File: config.mk
export PLATFORM = sky130hd
export DESIGN_NAME = alu_core
export DESIGN_NICKNAME = d
export VERILOG_FILES = /design/src/rtl/alu_pkg.sv /design/src/rtl/alu_comb.sv /design/src/rtl/alu_core.sv
export SDC_FILE = /design/constraint.sdc
export NUM_CORES = 1
export LEC_CHECK = 0
export ABC_CLOCK_PERIOD_IN_PS = 1180
export BUFFER_PORTS_ARGS = -buffer_cell sky130_fd_sc_hd__buf_4
export CAP_MARGIN = 20
export CORE_MARGIN = 1.5
export CORE_UTILIZATION = 30
export CTS_CLUSTER_DIAMETER = 40
export DETAILED_ROUTE_END_ITERATION = 10
export GPL_ROUTABILITY_DRIVEN = 0
export PLACE_DENSITY = 0.5
export SLEW_MARGIN = 20
export SYNTH_ARGS = -nofsm -noshare
export SYNTH_HDL_FRONTEND = slang
export SYNTH_HIERARCHICAL = 1
export SYNTH_SLANG_ARGS = --single-unit
File: constraint.sdc
create_clock -name I_clk -period 1.18 [get_ports I_clk]
set_input_delay 0.059 -clock I_clk [delete_from_list [all_inputs] [get_ports I_clk]]
set_output_delay 0.059 -clock I_clk [all_outputs]
set_load 0.02 [all_outputs]
File: src/rtl/alu_pkg.sv
// Shared ALU select encodings and widths, used by the datapath, the result register and the bench.
package alu_pkg;

   localparam int unsigned SEL_W = 4;

   localparam logic [SEL_W-1:0] ALU_ADD  = 4'b0000;
   localparam logic [SEL_W-1:0] ALU_SUB  = 4'b1000;
   localparam logic [SEL_W-1:0] ALU_SLL  = 4'b0001;
   localparam logic [SEL_W-1:0] ALU_SLT  = 4'b0010;
   localparam logic [SEL_W-1:0] ALU_SLTU = 4'b0011;
   localparam logic [SEL_W-1:0] ALU_XOR  = 4'b0100;
   localparam logic [SEL_W-1:0] ALU_SRL  = 4'b0101;
   localparam logic [SEL_W-1:0] ALU_SRA  = 4'b1101;
   localparam logic [SEL_W-1:0] ALU_OR   = 4'b0110;
   localparam logic [SEL_W-1:0] ALU_AND  = 4'b0111;
   localparam logic [SEL_W-1:0] ALU_LUI  = 4'b1001;

endpackage

File: src/rtl/alu_comb.sv
// Purely combinational ALU datapath; unused select codes yield zero.
module alu_comb
   import alu_pkg::*;
#(
   parameter int unsigned DATA_W = 32
) (
   input  logic [SEL_W-1:0]  alusel_i,
   input  logic [DATA_W-1:0] data1_i,
   input  logic [DATA_W-1:0] data2_i,
   output logic [DATA_W-1:0] result_o
);

   localparam int unsigned ShW = $clog2(DATA_W);

   logic [ShW-1:0] shamt;
   logic           lt_s;
   logic           lt_u;

   assign shamt = data2_i[ShW-1:0];
   assign lt_s  = $signed(data1_i) < $signed(data2_i);
   assign lt_u  = data1_i < data2_i;

   always_comb begin
      result_o = '0;
      case (alusel_i)
         ALU_ADD:  result_o = data1_i + data2_i;
         ALU_SUB:  result_o = data1_i - data2_i;
         ALU_SLL:  result_o = data1_i << shamt;
         ALU_SLT:  result_o = {{(DATA_W-1){1'b0}}, lt_s};
         ALU_SLTU: result_o = {{(DATA_W-1){1'b0}}, lt_u};
         ALU_XOR:  result_o = data1_i ^ data2_i;
         ALU_SRL:  result_o = data1_i >> shamt;
         ALU_SRA:  result_o = $signed(data1_i) >>> shamt;
         ALU_OR:   result_o = data1_i | data2_i;
         ALU_AND:  result_o = data1_i & data2_i;
         ALU_LUI:  result_o = data2_i;
         default:  result_o = '0;
      endcase
   end

endmodule

File: src/rtl/alu_core.sv
// ALU top: combinational datapath followed by an enable-gated result register.
module alu_core
   import alu_pkg::*;
#(
   parameter int unsigned DATA_W = 32
) (
   input  logic              I_clk,
   input  logic              I_rst_n,
   input  logic              I_en,
   input  logic [SEL_W-1:0]  I_alusel,
   input  logic [DATA_W-1:0] I_data1,
   input  logic [DATA_W-1:0] I_data2,
   output logic [DATA_W-1:0] O_data
);

   logic [DATA_W-1:0] result;
   logic [DATA_W-1:0] data_d;
   logic [DATA_W-1:0] data_q;

   alu_comb #(
      .DATA_W (DATA_W)
   ) u_alu_comb (
      .alusel_i (I_alusel),
      .data1_i  (I_data1),
      .data2_i  (I_data2),
      .result_o (result)
   );

   always_comb begin
      data_d = data_q;
      if (I_en) begin
         data_d = result;
      end
   end

   always_ff @(posedge I_clk or negedge I_rst_n) begin
      if (!I_rst_n) begin
         data_q <= '0;
      end else begin
         data_q <= data_d;
      end
   end

   assign O_data = data_q;

endmodule

==> results.txt <==
* Area inside the core boundary: 0.03370 mm2
- Buffers from clock root to sink, at most: 2
* Clock edge transition at the registers on the reported setup and hold paths: about 0.060 ns
- TritonCTS clock tree: done
- Cell chosen for the clock root: sky130_fd_sc_hd__clkbuf_16
- The count of final hold-check violations was 0.
* Met2 layer wire length in the routed design: 26090 um
- Setup repair after global routing could not meet its margin everywhere.
- Data arrival at the endpoint of the critical path: 2.76 ns
* Power density over the cells: around 700 mW/mm2
- From synthesis to final layout, the design area changed by 78.65%.
* Fraction of layout cells with a size suffix above 1: a little over half
* Outcome: finished, violations left
- Max-cap violations in this run came to 0.
- Number of sinks driven by the clock tree: 32
- Setup clock skew after layout: 0 ns
* Yosys cell types: 83
- From left edge to right edge, the die measures between 150 and 200 um.
- Hold WC Path Type: input pin to async pin
* Dominant register cell in the synthesized netlist: sky130_fd_sc_hd__dfrtp_1
- Count of unresolved DRC violations after routing: 0
* Height of the chip: approximately 190 um
- Slew of the pin with the lowest slew margin: about 0.98 ns
- Post-route total power: 12820 uW
- After synthesis, the share of flip-flops with an asynchronous set or reset is 100.0%.
- In this run, the number of DRC markers left after iteration 0 of detailed routing was 1938.
- After the last flow step, the layout net total stands at roughly 2200.
- First-pass iteration count of the detailed router: 7
* Sequential share of the synthesized area: under 10%
- Wire length of the first global-routing pass: approximately 90000 um
* Seq cells post-synth: 32
* Most area-consuming cells after synthesis: sky130_fd_sc_hd__ha_1, sky130_fd_sc_hd__dfrtp_1, sky130_fd_sc_hd__a21oi_1
* Cell type contributing the most total cell area after synthesis: sky130_fd_sc_hd__ha_1
* Worst max-slew margin expressed relative to the limit: 33.02%
- Detailed placement ended at an HPWL of 47310 um.
- Number of global-route vias before repair: roughly 15000
* Period utilization: 217.8%
* Wire length on met3: 6266 um
* Gate Count Post-Synth: 1410
- Violated checks: negative setup slack
- The worst setup path is launched from an input pin.
* Post-synthesis net count: 1580
- Dividing the synthesized area by the synthesized cell count gives ~7.3 um2.
- Peak supply drop: around 0.00071 V
- The placed instances occupy a cell area of between 0.015 and 0.02 mm2.
- The final route contains between 15000 and 20000 vias.
* IO buf count: approximately 100
- Post-route standard cell area excluding fillers: 0.01845 mm2
- roughly 100 I/O pins were placed.
- Remaining number of nets flagged by the antenna check after routing: 0
* Sum of overflow across all layers after global routing: 0
* Number of diodes added for antenna fixing: 0
- In this run the static leakage power is 0.008276 uW.
- For the worst-skew pair, the clock arrives at the later sink with an insertion delay of approximately 0.29 ns.
- Wires add up to about 61000 um.
* Gr usage total: about a third
* DR vias/cell: 6.062
- Final total negative setup slack: -38.63 ns
- Flip-flop count of the largest register, all copies and words added: 32
* Post-route setup slack: -1.390 ns
- For this run, the top clock speed supported by timing is between 300 and 400 MHz.
- Initial antenna violation count: 0
- The detailed router put a total of ~24000 um of wire on met1.
* Effective utilization at floorplan: a little under a third
- Top layer in use: met4
- Dominant cell by count in the synthesized netlist: sky130_fd_sc_hd__nor2_1
- Required time of the critical path: between 1 and 1.5 ns
* Warnings, synthesis: 6
- The clock tree synthesis step divided the H-tree into 2 levels.
* Mean routed wirelength per cell: roughly 25 um
- Crit-path max FO: 4
- Measured on the finished design, the core utilization comes to 54.74%.
- Setup violations remaining at the end of the flow were counted as 32.
- Max-slew violation count: 0
- The top cell type by area accounts for roughly an eighth of the synthesized area.
- The worst setup path is captured at a register.
- Yosys mapped a number of flops with a built-in enable equal to 0.
* Total clock buffers created by CTS: 5
* Die area: 0.03554 mm2
- Counting I/O delays and the setup requirement, the final critical path takes 2.570 ns.
- The setup path with the least slack is of type input pin to register.
* Netlist area before placement: 0.01033 mm2
- Minimum hold slack: 0.2541 ns
* Leading cell types by count after synthesis: sky130_fd_sc_hd__nor2_1, sky130_fd_sc_hd__a21oi_1, sky130_fd_sc_hd__ha_1
* Count of standard-cell rows: 67
* Largest net degree at the start of global routing: between 40 and 50
-- per-layer routing --
metal  vias up  track usage (%)
li1       6651                -
met1      7213            43.34
met2      1009            50.71
met3       270            6.612
met4         0            19.29
met5         -                0
-- worst max-delay path: stages --
cell                       delay (ns)
sky130_fd_sc_hd__buf_8           0.10
sky130_fd_sc_hd__inv_6           0.05
sky130_fd_sc_hd__ha_4            0.21
sky130_fd_sc_hd__nand2b_4        0.14
sky130_fd_sc_hd__a221o_1         0.35
sky130_fd_sc_hd__a21oi_2         0.22
sky130_fd_sc_hd__a31o_2          0.24
sky130_fd_sc_hd__a21oi_4         0.08
sky130_fd_sc_hd__o31a_1          0.35
sky130_fd_sc_hd__o41a_1          0.38
sky130_fd_sc_hd__a221oi_2        0.23
sky130_fd_sc_hd__o21ai_1         0.09
sky130_fd_sc_hd__mux2_4          0.25
-- path summary, 6_finish.rpt --
check	startpoint	endpoint	slack (ns)	cells past startpoint
max in group asynchronous	I_rst_n	O_data[4]$_DFFE_PN0P_	0.56	2
min in group I_clk	I_data2[15]	O_data[15]$_DFFE_PN0P_	0.27	5
min reg2reg	O_data[17]$_DFFE_PN0P_	O_data[17]$_DFFE_PN0P_	0.51	1
max reg2reg	O_data[0]$_DFFE_PN0P_	O_data[0]$_DFFE_PN0P_	0.31	1
max	I_data2[6]	O_data[25]$_DFFE_PN0P_	-1.39	13
min	I_rst_n	O_data[25]$_DFFE_PN0P_	0.25	2
-- power by group --
| group | leakage [uW] | switching [uW] | internal [uW] | total (uW) |
|---|---|---|---|---|
| logic | 0.00779 | 4970 | 4660 | 9630 |
| registers | 0.000396 | 165 | 1320 | 1490 |
| clock network | 0.0000901 | 592 | 1110 | 1710 |
-- kinds of logic (layout without fill, tap and decap cells) --
| group | count (synthesis) | in the layout | share of synthesized area (%) |
|---|---|---|---|
| adders and majority gates | 99 | 99 | 12.14 |
| buffers and inverters | 213 | 853 | 8.857 |
| muxes | 132 | 132 | 18.36 |
| xor gates and xnor gates | 6 | 6 | 0.5089 |
| AOI/OAI and AO/OA | 534 | 534 | 34.68 |
| DFF | 32 | 32 | 7.755 |
| and+or+nand+nor | 394 | 394 | 17.70 |
-- area by class of cell --
class	count	area, um2
fillers	3111	15250
multi-input cells	1165	10320
repair buffers	746	6126
flip-flops and latches	32	800.8
well taps	448	560.5
inverters	99	455.4
clock buffers	7	152.6
clock inverters	1	30.03
-- placed cells by master, fill, tap and decap left out, types with 8 or more instances in the layout --
master,netlist,layout
sky130_fd_sc_hd__nand3_1,20,17
sky130_fd_sc_hd__inv_1,93,72
sky130_fd_sc_hd__nand4_1,24,24
sky130_fd_sc_hd__a221o_1,12,12
sky130_fd_sc_hd__nor2_2,1,9
sky130_fd_sc_hd__o21ai_1,10,18
sky130_fd_sc_hd__a211oi_1,24,16
sky130_fd_sc_hd__nor4_1,21,12
sky130_fd_sc_hd__inv_2,3,12
sky130_fd_sc_hd__o21ai_0,87,57
sky130_fd_sc_hd__o221ai_1,16,8
sky130_fd_sc_hd__o22ai_1,22,17
sky130_fd_sc_hd__a21oi_2,3,36
sky130_fd_sc_hd__mux4_2,32,32
sky130_fd_sc_hd__mux2i_4,0,11
sky130_fd_sc_hd__a21o_1,21,21
sky130_fd_sc_hd__o211ai_1,28,28
sky130_fd_sc_hd__o21ai_2,0,15
sky130_fd_sc_hd__mux2_2,19,8
sky130_fd_sc_hd__buf_8,0,9
sky130_fd_sc_hd__nor3_1,35,28
sky130_fd_sc_hd__nand2_1,87,76
sky130_fd_sc_hd__a21oi_4,0,12
sky130_fd_sc_hd__ha_1,97,71
sky130_fd_sc_hd__buf_4,4,659
sky130_fd_sc_hd__mux2_4,30,41
sky130_fd_sc_hd__ha_4,0,20
sky130_fd_sc_hd__a21oi_1,153,108
sky130_fd_sc_hd__nor2_1,158,145
sky130_fd_sc_hd__o21bai_1,15,13
sky130_fd_sc_hd__a211o_1,11,10
sky130_fd_sc_hd__a221oi_1,27,18
sky130_fd_sc_hd__a222oi_1,11,11
sky130_fd_sc_hd__mux2i_1,51,35
sky130_fd_sc_hd__o31ai_1,14,10
sky130_fd_sc_hd__buf_12,3,19
sky130_fd_sc_hd__dfrtp_1,32,32
sky130_fd_sc_hd__buf_6,4,58
-- through the flow --
| stage | setup WS [ns] | instances |
|---|---|---|
| 2_1_floorplan | -1.613 | 1410 |
| 3_3_place_gp | -1.954 | 2412 |
| 3_5_place_dp | -2.001 | 2412 |
| 4_1_cts | -1.427 | 2478 |
| 5_1_grt | -1.462 | 2498 |
| 6_report | -1.390 | 2498 |
-- what timing repair did --
item / CTS / global route
hold buffers: 1 / 0
endpoints found under the hold margin: 32 / 0
gates cloned: 1 / 0
pin swaps: 110 / 76
setup buffers: 60 / 24
resized for setup: 302 / 125
setup endpoints to repair: 32 / 32
Note: power is estimated with default switching activity, not from simulation.
